--- config.mk ---
export PLATFORM = sky130hd
export DESIGN_NAME = lnrv_icb_arbiter
export DESIGN_NICKNAME = d
export VERILOG_FILES = /design/src/rtl/lnrv_icb_arbiter.sv
export SDC_FILE = /design/constraint.sdc
export NUM_CORES = 1
export LEC_CHECK = 0
export BUFFER_PORTS_ARGS = -buffer_cell sky130_fd_sc_hd__buf_2
export CORE_AREA = 4 4 123 125
export CTS_BUF_LIST = sky130_fd_sc_hd__clkbuf_4 sky130_fd_sc_hd__clkbuf_8 sky130_fd_sc_hd__clkbuf_16
export DETAILED_ROUTE_END_ITERATION = 12
export DIE_AREA = 0 0 127 129
export PLACE_DENSITY = 0.45
export SLEW_MARGIN = 20
export SYNTH_ARGS = -nofsm -noshare
export SYNTH_HDL_FRONTEND = slang
export SYNTH_SLANG_ARGS = --single-unit
--- constraint.sdc ---
create_clock -name clk -period 3.06 [get_ports clk]
set_input_delay 0.918 -clock clk [delete_from_list [all_inputs] [get_ports clk]]
set_output_delay 0.918 -clock clk [all_outputs]
set_load 0.02 [all_outputs]
--- src/rtl/lnrv_icb_arbiter.sv ---
// rtl/lnrv_icb_arbiter.sv - N:1 ICB arbiter with in-order response routing FIFO
// Optional round-robin arbitration: define LNRV_ICB_ARB_RR_EN (default build is fixed priority).
module lnrv_icb_arbiter #(
  parameter int P_MASTERS    = 2,
  parameter int P_ADDR_WIDTH = 32,
  parameter int P_DATA_WIDTH = 32,
  parameter int P_OUTS       = 4
) (
  input  logic                                   clk,
  input  logic                                   reset_n,
  input  logic [P_MASTERS-1:0]                   m_icb_cmd_vld,
  output logic [P_MASTERS-1:0]                   m_icb_cmd_rdy,
  input  logic [P_MASTERS-1:0]                   m_icb_cmd_write,
  input  logic [P_MASTERS*P_ADDR_WIDTH-1:0]      m_icb_cmd_addr,
  input  logic [P_MASTERS*P_DATA_WIDTH-1:0]      m_icb_cmd_wdata,
  input  logic [P_MASTERS*(P_DATA_WIDTH/8)-1:0]  m_icb_cmd_wstrb,
  output logic [P_MASTERS-1:0]                   m_icb_rsp_vld,
  input  logic [P_MASTERS-1:0]                   m_icb_rsp_rdy,
  output logic [P_MASTERS-1:0]                   m_icb_rsp_err,
  output logic [P_MASTERS*P_DATA_WIDTH-1:0]      m_icb_rsp_rdata,
  output logic                                   s_icb_cmd_vld,
  input  logic                                   s_icb_cmd_rdy,
  output logic                                   s_icb_cmd_write,
  output logic [P_ADDR_WIDTH-1:0]                s_icb_cmd_addr,
  output logic [P_DATA_WIDTH-1:0]                s_icb_cmd_wdata,
  output logic [P_DATA_WIDTH/8-1:0]              s_icb_cmd_wstrb,
  input  logic                                   s_icb_rsp_vld,
  output logic                                   s_icb_rsp_rdy,
  input  logic                                   s_icb_rsp_err,
  input  logic [P_DATA_WIDTH-1:0]                s_icb_rsp_rdata
);
  localparam int SW = P_DATA_WIDTH / 8;
  localparam int MW = (P_MASTERS > 1) ? $clog2(P_MASTERS) : 1;
  localparam int PW = (P_OUTS > 1) ? $clog2(P_OUTS) : 1;
  localparam int CW = $clog2(P_OUTS + 1);

  logic [MW-1:0] route_q [P_OUTS];
  logic [PW-1:0] wr_ptr_q, wr_ptr_d, rd_ptr_q, rd_ptr_d;
  logic [CW-1:0] cnt_q, cnt_d;
  logic          lock_q, lock_d;
  logic [MW-1:0] lock_idx_q, lock_idx_d;
  logic [MW-1:0] win_idx, grant_idx, head;
  logic          win_found, grant_vld, full, empty, push, pop;

`ifdef LNRV_ICB_ARB_RR_EN
  logic [MW-1:0] rr_q, rr_d;
`endif

  // Search order starts at the rotating pointer (RR) or at master 0 (fixed priority).
  always_comb begin : arb
    int            tmp;
    logic [MW-1:0] idx;
    win_idx   = '0;
    win_found = 1'b0;
    tmp       = 0;
    idx       = '0;
    for (int k = 0; k < P_MASTERS; k++) begin
`ifdef LNRV_ICB_ARB_RR_EN
      tmp = int'(rr_q) + k;
      if (tmp >= P_MASTERS) tmp = tmp - P_MASTERS;
`else
      tmp = k;
`endif
      idx = MW'(tmp);
      if (!win_found && m_icb_cmd_vld[idx]) begin
        win_found = 1'b1;
        win_idx   = idx;
      end
    end
  end

  assign grant_vld = lock_q | win_found;
  assign grant_idx = lock_q ? lock_idx_q : win_idx;
  assign full      = (cnt_q == CW'(P_OUTS));
  assign empty     = (cnt_q == '0);
  assign head      = route_q[rd_ptr_q];

  assign s_icb_cmd_vld   = grant_vld & m_icb_cmd_vld[grant_idx] & ~full;
  assign s_icb_rsp_rdy   = ~empty & m_icb_rsp_rdy[head];
  assign m_icb_rsp_rdata = {P_MASTERS{s_icb_rsp_rdata}};
  assign push            = s_icb_cmd_vld & s_icb_cmd_rdy;
  assign pop             = s_icb_rsp_vld & s_icb_rsp_rdy;

  always_comb begin
    s_icb_cmd_write = 1'b0;
    s_icb_cmd_addr  = '0;
    s_icb_cmd_wdata = '0;
    s_icb_cmd_wstrb = '0;
    m_icb_cmd_rdy   = '0;
    m_icb_rsp_vld   = '0;
    m_icb_rsp_err   = '0;
    for (int i = 0; i < P_MASTERS; i++) begin
      if (grant_idx == MW'(i)) begin
        s_icb_cmd_write  = m_icb_cmd_write[i];
        s_icb_cmd_addr   = m_icb_cmd_addr[i*P_ADDR_WIDTH +: P_ADDR_WIDTH];
        s_icb_cmd_wdata  = m_icb_cmd_wdata[i*P_DATA_WIDTH +: P_DATA_WIDTH];
        s_icb_cmd_wstrb  = m_icb_cmd_wstrb[i*SW +: SW];
        m_icb_cmd_rdy[i] = s_icb_cmd_rdy & grant_vld & ~full;
      end
      if (!empty && head == MW'(i)) begin
        m_icb_rsp_vld[i] = s_icb_rsp_vld;
        m_icb_rsp_err[i] = s_icb_rsp_vld & s_icb_rsp_err;
      end
    end
  end

  // An offered but unaccepted command pins the grant until its handshake.
  always_comb begin
    wr_ptr_d   = wr_ptr_q;
    rd_ptr_d   = rd_ptr_q;
    cnt_d      = cnt_q;
    lock_d     = s_icb_cmd_vld & ~s_icb_cmd_rdy;
    lock_idx_d = grant_idx;
    if (push) wr_ptr_d = (wr_ptr_q == PW'(P_OUTS - 1)) ? '0 : wr_ptr_q + 1'b1;
    if (pop)  rd_ptr_d = (rd_ptr_q == PW'(P_OUTS - 1)) ? '0 : rd_ptr_q + 1'b1;
    case ({push, pop})
      2'b10:   cnt_d = cnt_q + 1'b1;
      2'b01:   cnt_d = cnt_q - 1'b1;
      default: cnt_d = cnt_q;
    endcase
  end

`ifdef LNRV_ICB_ARB_RR_EN
  always_comb begin
    rr_d = rr_q;
    if (push) rr_d = (grant_idx == MW'(P_MASTERS - 1)) ? '0 : grant_idx + 1'b1;
  end
`endif

  always_ff @(posedge clk or negedge reset_n) begin
    if (!reset_n) begin
      wr_ptr_q   <= '0;
      rd_ptr_q   <= '0;
      cnt_q      <= '0;
      lock_q     <= 1'b0;
      lock_idx_q <= '0;
`ifdef LNRV_ICB_ARB_RR_EN
      rr_q       <= '0;
`endif
    end else begin
      wr_ptr_q   <= wr_ptr_d;
      rd_ptr_q   <= rd_ptr_d;
      cnt_q      <= cnt_d;
      lock_q     <= lock_d;
      lock_idx_q <= lock_idx_d;
`ifdef LNRV_ICB_ARB_RR_EN
      rr_q       <= rr_d;
`endif
    end
  end

  always_ff @(posedge clk) begin
    if (push) route_q[wr_ptr_q] <= grant_idx;
  end

endmodule

# Yosys cells after proc, flatten, opt, wreduce, memory -nomap -nowiden

Memories as Yosys holds them, arrays and structs flattened.
Index checks and enable logic that the tools add are counted.

Magnitude comparators: 2
Add/sub/neg operators: 4
Bitwise operators: 14
Mux-type cells: 23
Equality and inequality tests: 5
Reductions and logical operators: 7

Operators by type and width:

| kind                | count |
|---|---|
| $mux 32             | 2 |
| $mux 1              | 17 |
| $and 1x1->1         | 9 |
| $eq 2x2->1 const B  | 3 |
| $pmux 3 s2          | 1 |
| $add 2x1->2 const B | 2 |
| $lt 1x2->1 const B  | 2 |
| $mux 2              | 2 |
| $mux 4              | 1 |
| $not 1->1           | 4 |
| $add 3x1->3 const B | 1 |
| $eq 3x3->1 const B  | 1 |
| $logic_and 1x1->1   | 3 |
| $logic_not 3->1     | 1 |
| $sub 3x1->3 const B | 1 |
| $eq 2x1->1 const B  | 1 |
| $logic_not 1->1     | 2 |
| $reduce_bool 2->1   | 1 |
| $or 1x1->1          | 1 |

Memories: 1
Bits of input ports: 179
Flip-flop bits (word level): 9
Word-level logic and storage cells: 61
Output and inout bits: 141
Memory bits (writable): 4

Memories:

| memory  | depth | width | rd ports | clocked after memory_dff | wr ports | RTL line | RTL |
|---|---|---|---|---|---|---|---|
| route_q | 4     | 1     | 1        | 0                        | 1        | 37       | `logic [MW-1:0] route_q [P_OUTS];` |

# Longest topological paths before layout

Gate-level depths: netlist (run 1).

Word-level depth: 12
Depth in mapped cells: 10
Mapped depth without buffers: 9

# Worst setup path after synthesis (run 1)

No wires, ideal clock.

Path kind: input to output
Start point: in m_icb_cmd_vld[1]
End point: out s_icb_cmd_wdata[1]
Stages: 4
Data required time: 2.142 ns
Slack: 0.114 ns
Path buffers: 1
Data arrival time: 2.028 ns
Path through: nor3b_1 -> a21oi_2 -> buf_6 -> mux2_1

Word-level cells in the longest chain between the ends: 4

RTL lines:

| what              | RTL line | RTL |
|---|---|---|
| from (decl)       | 11       | `input logic [P_MASTERS-1:0] m_icb_cmd_vld,` |
| $logic_and 1x1->1 | 65       | `if (!win_found && m_icb_cmd_vld[idx]) begin` |
| $mux 1            | 65       |  |
| $mux 1            | 73       | `assign grant_idx = lock_q ? lock_idx_q : win_idx;` |
| $mux 32           | 93       | `if (grant_idx == MW'(i)) begin` |
| to (decl)         | 25       | `output logic [P_DATA_WIDTH-1:0] s_icb_cmd_wdata,` |

Every way passes these cells.

# Worst setup path in the final report (run 1)

Start point: in m_icb_cmd_vld[1]
End point: out s_icb_cmd_wdata[20]

Same word-level chain as after synthesis.

==> results of run 1 <==
==> final timing paths <==
check	slack (ns)	end	startpoint	cells past startpoint
worst max-delay path	-0.03	s_icb_cmd_wdata[20]	m_icb_cmd_vld[1]	7
worst min-delay path	0.53	wr_ptr_q[1]$_DFFE_PN0P_	reset_n	1
worst max register to register	0.62	cnt_q[2]$_DFFE_PN0P_	rd_ptr_q[0]$_DFFE_PN0P_	8
worst min register to register	0.53	rd_ptr_q[1]$_DFFE_PN0P_	rd_ptr_q[1]$_DFFE_PN0P_	1
max in group asynchronous	2.33	cnt_q[0]$_DFFE_PN0P_	reset_n	1
min in group clk	0.53	rd_ptr_q[1]$_DFFE_PN0P_	rd_ptr_q[1]$_DFFE_PN0P_	1
==> worst max-delay path, delay by kind of cell <==
family,cells,cell delay [ns]
buffers and inverters,4,0.59
AOI/OAI and AO/OA,1,0.20
and+or+nand+nor,1,0.14
muxes,1,0.31
==> area by class of cell <==
| class | instances | share of cell area (%) |
|---|---|---|
| well taps | 180 | 6.35 |
| clock buffers | 4 | 2.33 |
| repair buffers | 237 | 42.8 |
| multi-input cells | 116 | 37.8 |
| inverters | 10 | 1.06 |
| flip-flops and latches | 13 | 9.74 |
==> report_power, final <==
part	switching [mW]	internal [mW]
Combinational	0.618	0.638
Clock	0.0659	0.184
Sequential	0.0803	0.247
==> kinds of logic after synthesis <==
family	count (synthesis)	synth area share [%]
buffers and inverters	82	27.9
muxes	79	41.8
and+or+nand+nor	19	4.71
DFF	13	16.1
AOI/OAI and AO/OA	8	3.90
adders and majority gates	7	4.42
xor gates and xnor gates	3	1.22
==> state kept, by name (all words and copies together), names as in the netlist <==
name and cells:
cnt_q 3, wr_ptr_q 2, lock_idx_q 1, route_q 4, lock_q 1, rd_ptr_q 2
==> routing by layer <==
metal  vias to the layer above  global-route usage [%]
li1                       1004                       -
met1                       996                    12.5
met2                       197                    18.1
met3                         6                    5.40
met4                         0                   0.757
met5                         -                       0
==> synth_stat cells <==
library cell | instances | area (µm²)
mux2_2 | 37 | 417
o31a_1 | 1 | 8.76
a31oi_1 | 1 | 6.26
edfxtp_1 | 4 | 120
mux2_1 | 36 | 405
o31ai_1 | 1 | 7.51
xnor2_1 | 2 | 17.5
a2111oi_4 | 1 | 27.5
and2_1 | 5 | 31.3
a211oi_1 | 1 | 7.51
mux2i_2 | 1 | 13.8
mux2i_1 | 4 | 40.0
nand2_1 | 1 | 3.75
and2_2 | 1 | 7.51
a21oi_2 | 1 | 8.76
mux4_2 | 1 | 22.5
xor2_1 | 1 | 8.76
inv_1 | 10 | 37.5
buf_6 | 7 | 78.8
nor2_1 | 8 | 30.0
buf_4 | 64 | 480
nand2b_1 | 1 | 6.26
ha_1 | 6 | 75.1
clkbuf_1 | 1 | 3.75
nor3b_1 | 2 | 15.0
dfrtp_1 | 9 | 225
fa_1 | 1 | 20.0
o311ai_0 | 2 | 17.5
and3_2 | 1 | 7.51
==> timing repair <==
item | in CTS | in global routing
cloned | 1 | 4
setup endpoints to repair | 69 | 69
resized for setup | 7 | 93
pin swaps | 0 | 0
buffers inserted | 1 | 2
==> results by group, run 1 <==
Clock tree
  • CTS buffer count: 3
  • CTS max path bufs: 2
  • Clk Latency, worst-skew pair: 0.24 ns
  • CTS tree: done
  • CTS Hold Bufs: 0
  • Reg clk slew, reported paths: ~0.04 ns
  • Clk sink count: 13
  • Root buffer cell: clkbuf_16
  • H-tree depth: 1

Drt
  • Iter 0 DRT Violations: 41
  • Met2 WL: 4.77 mm
  • Post-Route WL: 10.3 mm
  • Met3 WL: approximately 1.5 mm
  • Remaining DRCs: 0
  • Vias: 2203
  • DR vias/cell: 3.93
  • First-pass DRT Iterations: 4
  • Remaining antenna violation count: 0
  • Wirelength per Cell: 18.5 µm
  • Top layer in use: met4
  • Wl on met1: just over 4 mm

Timing
  • Final Cycle Share: 101%
  • PnR worst setup slack: -0.0334 ns
  • WHS: 0.531 ns
  • Post-layout min period: 3.09 ns
  • Final setup fails: 18
  • RSZ-0062 raised after global routing: true
  • Setup tns final: -0.415 ns
  • Max_slew headroom: 72.2%
  • Worst slew pin tran: between 0.4 and 0.5 ns
  • Clock Skew: around 0.0027 ns
  • Final count of hold timing violations: 0
  • FMAX: 323 MHz
  • Count of pins over their slew limit: 0

Job
  • MaxCap Viol Count: 0

Status
  • Violated checks: setup timing
  • Status: finished with violations

Critical path
  • Crit. End Element: output pin
  • Crit Path Max Fanout: 7
  • Max stage delay on crit path: 0.31 ns
  • Cell Chain, Critical Path: buf_6 -> nor3b_4 -> a21oi_4 -> buf_6 -> clkbuf_16 -> mux2_4 -> buf_6
  • WS Path Type: in2out
  • CP Data Arrival Time: 2.18 ns
  • Type of origin of the critical path: input port
  • WP data required: 2.14 ns
  • Most common cell on crit path: buf_6
  • Slowest-stage cell, CP: mux2_4

Layout
  • Fin cells: 560
  • Final Core Density: 25.6%
  • Final net count: 567
  • FF/Latch Area: 345 µm²
  • Final instance area: 3550 µm²
  • Fillers: 1465
  • Layout overhead on the synthesized area: 64.9%
  • Share of layout cells above drive strength 1: 80.3%
  • Multi-input logic area: 1340 µm²
  • Commonest non-fill, non-tap cell in the layout: buf_2
  • N_diodes: 0
  • Commonest non-fill, non-tap cells in the layout: 194 x buf_2, 31 x mux2_4, 30 x buf_6

Logic synthesis
  • Post-synthesis average cell area: 10.2 µm²
  • Synth Net Count: 397
  • Yosys reg bits: 13
  • Mapped Area: 2150 µm²
  • Synth warn: 0
  • Sequential share of the synthesized area: roughly 16%
  • Synthesized instance count: 211
  • Synth unique cells: 29

Placed design
  • Place WS: -0.0963 ns
  • Cell Area, Placed: 2990 µm²
  • Buffers on Ports: 223
  • Hpwl dp: 8.35 mm
  • Placed cells: approximately 550
  • Final Wtd Congestion: 0.935

Die
  • I/O pin count: 320
  • Core ar.: 13900 µm²
  • Die Footprint: approximately 16000 µm²
  • # rows: 43
  • Die H: 129 µm
  • Chip width: 127 µm
  • Initial Utilization: 15.5%

Min path
  • Worst hold path class: in2async

Global routing
  • Tot GR Track Use: 10.6%
  • Pin count of the biggest net entering global routing: 28
  • Grt ovf: 0
  • First-pass GRT wire length: around 13 mm
  • Number of global-route vias before repair: 2312
  • Initial antenna violation count: 0

Power and ir drop
  • Power Total: roughly 1.8 mW
  • Leak Pwr: 1.91 nW
  • Worst vdd ir: roughly 0.19 mV
  • PD cells: roughly 520 nW/µm²
Power figures use the tool's default switching activity.
==> inputs of run 2 (changes only) <==
- ABC_AREA: default -> 1
- MAX_ROUTING_LAYER: default -> met4
- PLACE_DENSITY: 0.45 -> 0.46
==> results by group, run 2 <==
Clock tree
  • H-tree depth: 1
  • CTS Hold Bufs: 0
  • CTS max path bufs: 2
  • Setup bufs post-CTS: 0
  • PostCTS Resize Cnt: 0
  • CTS tree: done
  • Root buffer cell: clkbuf_16
  • CTS buffer count: 3
  • Clk Latency, worst-skew pair: 0.24 ns
  • Reg clk slew, reported paths: 0.04 ns
  • Clk sink count: 13

Critical path
  • Crit Path Max Fanout: 40
  • Most common cell on crit path: buf_2
  • WP data required: 2.14 ns
  • Logic depth of the worst setup path including buffers: 8
  • Slowest-stage cell, CP: buf_12
  • Max stage delay on crit path: about 0.18 ns
  • CP Data Arrival Time: 1.98 ns
  • Reg2Reg Setup Slack: 0.83 ns
  • Crit. End Element: output pin
  • Worst r2r src: lock_q$_DFF_PN0_
  • Cell depth of the worst flop-to-flop path: 11
  • CP Buf/Inv Count: 4
  • Type of origin of the critical path: input port
  • R2R Path End: cnt_q[2]$_DFFE_PN0P_
  • WS Path Type: in2out
  • Cell Chain, Critical Path: buf_2 -> o21bai_2 -> nand2_2 -> buf_12 -> o21ai_4 -> nand2_1 -> inv_1 -> buf_2
  • CP top delay family: buffers and inverters

Logic synthesis
  • Sequential share of the synthesized area: between 10% and 20%
  • Synth Net Count: 572
  • Post-synthesis average cell area: ~5.6 µm²
  • Async S/R FF share, synth: 69.2%
  • Count leader, synth: nand2_1
  • Synth warn: 0
  • Synth unique cells: 23
  • Top cells by count, synth: 227 x nand2_1, 71 x buf_4, 22 x inv_1
  • Top cells by area, synth: nand2_1 39%, buf_4 25%, dfrtp_1 10%
  • Mapped Area: around 2200 µm²
  • Ys flop type: dfrtp_1
  • Synth area leader: nand2_1
  • Post-synth top area share: 39.3%
  • Synthesized instance count: 386
  • Post-synth EDFFs: 4
  • Yosys reg bits: 13

Layout
  • Layout overhead on the synthesized area: 41.9%
  • Share of layout cells above drive strength 1: between 40% and 50%
  • Most flop-heavy register: route_q
  • Final instance area: just over 3000 µm²
  • N_diodes: 0
  • Commonest non-fill, non-tap cell in the layout: nand2_1
  • Biggest regs: route_q (4), cnt_q (3)
  • Multi-input logic area: approximately 1200 µm²
  • Fin cells: 719
  • Fillers: 1655
  • Commonest non-fill, non-tap cells in the layout: 227 x nand2_1, 223 x buf_2, 22 x inv_1
  • FF/Latch Area: around 350 µm²
  • Largest register FFs: 4
  • Final Core Density: 22.2%
  • Final net count: 726

Timing
  • Max_slew headroom: 78.5%
  • Worst slew pin tran: 0.322 ns
  • Setup tns final: 0 ns
  • Final Cycle Share: 94.6%
  • Post-layout min period: between 2 and 3 ns
  • Final setup fails: 0
  • FMAX: between 300 and 400 MHz
  • WHS: 0.504 ns
  • RSZ-0062 raised after global routing: false
  • Count of pins over their slew limit: 0
  • Clock Skew: 0.00166 ns
  • Final count of hold timing violations: 0

Placed design
  • Final Wtd Congestion: 0.784
  • Hpwl dp: 8.46 mm
  • Cell Area, Placed: 3000 µm²
  • Buffers on Ports: 223
  • Placed cells: approximately 720

Drt
  • Wirelength per Cell: about 13 µm
  • Vias: 2610
  • First-pass DRT Iterations: 4
  • Post-Route WL: 9.61 mm
  • DR vias/cell: approximately 3.6
  • Remaining antenna violation count: 0
  • Remaining DRCs: 0
  • Iter 0 DRT Violations: 98

Die
  • Initial Utilization: 15.6%
  • # rows: 43
  • Die H: 129 µm
  • Die Footprint: 16400 µm²
  • I/O pin count: 320
  • Chip width: between 100 and 150 µm
  • Core ar.: between 10000 and 15000 µm²

Global routing
  • Tot GR Track Use: between 10% and 20%
  • First-pass GRT wire length: 13.7 mm
  • Number of global-route vias before repair: about 2.5k
  • Grt ovf: 0
  • Pin count of the biggest net entering global routing: between 50 and 60
  • Initial antenna violation count: 0

Job
  • MaxCap Viol Count: 0

Min path
  • Hold endpoint: cnt_q[0]$_DFFE_PN0P_
  • Worst hold path class: reg2reg
  • Hold path depth: 1
  • Hold Startpoint: cnt_q[0]$_DFFE_PN0P_

Power and ir drop
  • Leak Pwr: roughly 2.0 nW
  • Worst vdd ir: 0.220 mV
  • PD cells: 662 nW/µm²

Status
  • Status: completed
==> run 2: changes by cell type in the layout (fill, tap and decap cells not counted), moves of 5 or more <==
cell | before | now
mux2_2 | 26 | 0
mux2_4 | 31 | 0
inv_1 | 10 | 22
nand3_1 | 0 | 7
nand2_1 | 1 | 227
buf_2 | 194 | 223
mux2_1 | 16 | 0
and2_1 | 5 | 0
buf_6 | 30 | 0
==> run 2: metal layers <==
metal	global-route usage [%]	up-vias	share of wire (%)	wire length [µm]
met4	1.89	0	0.63	61
met2	16.9	161	48	4620
met5	-	-	0	0
met1	13.9	1050	41	3980
met3	3.69	4	9.9	953
li1	-	1395	-	-
==> run 2: how the worst max path moves through the flow <==
stage,slack (ns),to,startpoint
after CTS,0.13,s_icb_cmd_vld,m_icb_cmd_vld[0]
after global placement,0.15,s_icb_cmd_write,m_icb_cmd_vld[1]
after floorplan,0.47,m_icb_cmd_rdy[1],m_icb_cmd_vld[1]
final,0.17,s_icb_cmd_vld,m_icb_cmd_vld[0]
after detailed placement,0.13,s_icb_cmd_vld,m_icb_cmd_vld[0]
after global routing,0.05,s_icb_cmd_vld,m_icb_cmd_vld[0]
==> run 2: power by group <==
group / internal [mW] / total (mW) / switching, mW
Combinational: 0.506 / 1.50 / 0.991
Clock: 0.174 / 0.244 / 0.0707
Sequential: 0.246 / 0.297 / 0.0511
==> run 2: area by class of cell <==
cell class              instances  area share (%)
clock buffers                   3            2.44
clock inverters                 1           0.163
well taps                     180            7.32
repair buffers                227            38.1
flip-flops and latches         13            11.2
multi-input cells             271            37.9
inverters                      24            2.93
==> run 2: metrics by stage <==
step | worst slack, ns | power, mW
2_1_floorplan | 0.471 | 1.41
3_3_place_gp | 0.147 | 1.83
3_5_place_dp | 0.134 | 1.83
4_1_cts | 0.134 | 2.08
5_1_grt | 0.0467 | 2.25
6_report | 0.167 | 2.04
==> run 2: logic make-up after synthesis <==
group / Yosys count / share of synthesized area (%)
AOI/OAI and AO/OA: 7 / 2.42
xor gates and xnor gates: 2 / 0.808
adders and majority gates: 7 / 4.39
buffers and inverters: 102 / 30.4
DFF: 13 / 15.9
and+or+nand+nor: 255 / 46.1
==> inputs of run 3 (changes only) <==
- PLACE_DENSITY: 0.46 -> 0.55
==> results by group, run 3 (synthesized netlist as in run 2, its figures left out) <==
Layout
  • Most flop-heavy register: route_q
  • Largest register FFs: 4
  • Share of layout cells above drive strength 1: 44.6%
  • Fillers: approximately 1.6k
  • Commonest non-fill, non-tap cells in the layout: 227 x nand2_1, 223 x buf_2, 22 x inv_1
  • FF/Latch Area: ~350 µm²
  • Layout overhead on the synthesized area: 42.9%
  • Final Core Density: between 20% and 30%
  • N_diodes: 0
  • Fin cells: 720
  • Biggest regs: route_q (4), cnt_q (3)
  • Final net count: roughly 730
  • Multi-input logic area: between 1000 and 1500 µm²
  • Commonest non-fill, non-tap cell in the layout: nand2_1

Clock tree
  • Clk Latency, worst-skew pair: 0.24 ns
  • PostCTS Resize Cnt: 0
  • Clk sink count: 13
  • Setup bufs post-CTS: 0
  • CTS max path bufs: 2
  • CTS buffer count: 3
  • Reg clk slew, reported paths: around 0.050 ns
  • CTS tree: done
  • H-tree depth: 1
  • Root buffer cell: clkbuf_16
  • CTS Hold Bufs: 0

Critical path
  • Crit. Startpoint: m_icb_cmd_vld[0]
  • Worst r2r src: lock_q$_DFF_PN0_
  • Cell depth of the worst flop-to-flop path: 11
  • Type of origin of the critical path: input port
  • WS Path Type: in2out
  • CP Data Arrival Time: 1.96 ns
  • Crit. End Element: output pin
  • R2R Path End: cnt_q[2]$_DFFE_PN0P_
  • Worst Setup EP: s_icb_cmd_addr[28]
  • Crit Path Max Fanout: 51
  • Reg2Reg Setup Slack: 0.92 ns
  • WP data required: around 2.1 ns

Min path
  • Hold path depth: 1
  • Worst hold path class: reg2reg

Timing
  • Worst slew pin tran: 0.282 ns
  • Post-layout min period: 2.87 ns
  • Clock Skew: 0.00814 ns
  • Final count of hold timing violations: 0
  • Final setup fails: 0
  • FMAX: 348 MHz
  • Max_slew headroom: 81.1%
  • RSZ-0062 raised after global routing: false
  • Final Cycle Share: between 90% and 100%
  • Setup tns final: 0 ns
  • Count of pins over their slew limit: 0

Die
  • Chip width: roughly 130 µm
  • Die Footprint: approximately 16000 µm²
  • # rows: 43
  • Die H: 129 µm
  • Initial Utilization: 15.6%
  • Core ar.: approximately 14000 µm²
  • I/O pin count: 320

Drt
  • Remaining antenna violation count: 0
  • DR vias/cell: 3.68
  • Iter 0 DRT Violations: 100
  • Vias: 2653
  • Remaining DRCs: 0
  • Wirelength per Cell: 10.9 µm
  • First-pass DRT Iterations: 4
  • Post-Route WL: 7.84 mm

Global routing
  • Most Used Layer, Global Route: met2
  • Met3 usage: under 10%
  • Pin count of the biggest net entering global routing: 52
  • Met1 usage: under 10%
  • Number of global-route vias before repair: 2437
  • GRT met2 Usage: 13.8%
  • First-pass GRT wire length: 11.0 mm
  • Tot GR Track Use: between 8 and 9%
  • Initial antenna violation count: 0
  • Grt ovf: 0

Power and ir drop
  • Power Total: 2.03 mW
  • Worst vdd ir: around 0.20 mV
  • Pint: 0.951 mW
  • Seq pwr share: between 10% and 20%
  • PD cells: about 660 nW/µm²
  • Clock network power share: between 10% and 20%
  • Switching pwr: roughly 1.1 mW
  • Net Sw Frac: 53.2%
  • Gate power share: between 70% and 80%
  • Leak Pwr: 2.03 nW

Placed design
  • Hpwl dp: 6.74 mm
  • Placed cells: 716
  • Buffers on Ports: 223
  • Final Wtd Congestion: 0.730

Status
  • Status: completed

Job
  • MaxCap Viol Count: 0
-- run 3: cell types whose count changed in the layout (fill, tap and decap cells not counted), sizes merged --
cell | before | now
clkbuf | 3 | 4
buf | 227 | 228
clkinv | 1 | 0
-- run 3: layout make-up --
type	instances	area share, %
Tap cell	180	7.27
Sequential cell	13	11.1
Multi-Input combinational cell	271	37.6
Inverter	24	2.91
Timing Repair Buffer	228	38.4
Clock buffer	4	2.66
-- run 3: stage by stage --
stage / hold WS [ns] / setup slack [ns] / area (µm²)
3_3_place_gp: 0.500 / 0.169 / 3020
2_1_floorplan: 0.469 / 0.471 / 2170
6_report: 0.505 / 0.186 / 3100
5_1_grt: 0.521 / 0.0613 / 3100
3_5_place_dp: 0.497 / 0.189 / 3020
4_1_cts: 0.503 / 0.185 / 3100
-- run 3: worst min-delay path by stage --
| stage | start | slack, ns | end |
|---|---|---|---|
| 3_5_place_dp | cnt_q[0]$_DFFE_PN0P_ | 0.50 | cnt_q[0]$_DFFE_PN0P_ |
| 5_1_grt | cnt_q[0]$_DFFE_PN0P_ | 0.52 | cnt_q[0]$_DFFE_PN0P_ |
| 3_3_place_gp | cnt_q[0]$_DFFE_PN0P_ | 0.50 | cnt_q[0]$_DFFE_PN0P_ |
| 2_1_floorplan | cnt_q[0]$_DFFE_PN0P_ | 0.47 | cnt_q[0]$_DFFE_PN0P_ |
| 4_1_cts | cnt_q[0]$_DFFE_PN0P_ | 0.50 | cnt_q[0]$_DFFE_PN0P_ |
| 6_report | cnt_q[0]$_DFFE_PN0P_ | 0.50 | cnt_q[0]$_DFFE_PN0P_ |
-- run 3: per-layer routing --
| layer | vias up | share of wire [%] |
|---|---|---|
| met1 | 1061 | 39 |
| met3 | 19 | 12 |
| li1 | 1397 | - |
| met2 | 176 | 47 |
| met5 | - | 0 |
| met4 | 0 | 1.8 |
-- run 3: power groups by stage --
stage / Sequential, mW / Clock, mW / Combinational (mW)
5_1_grt: 0.306 / 0.265 / 1.65
4_1_cts: 0.296 / 0.260 / 1.51
2_1_floorplan: 0.285 / 0 / 1.12
3_5_place_dp: 0.298 / 0 / 1.50
6_report: 0.295 / 0.254 / 1.48
3_3_place_gp: 0.299 / 0 / 1.50
-- run 3: critical path, stage by stage --
cell	delay, ns
buf_2	0.11
o21bai_2	0.13
nand2_2	0.12
inv_2	0.10
buf_12	0.21
nand2_1	0.09
nand2_1	0.07
buf_2	0.16
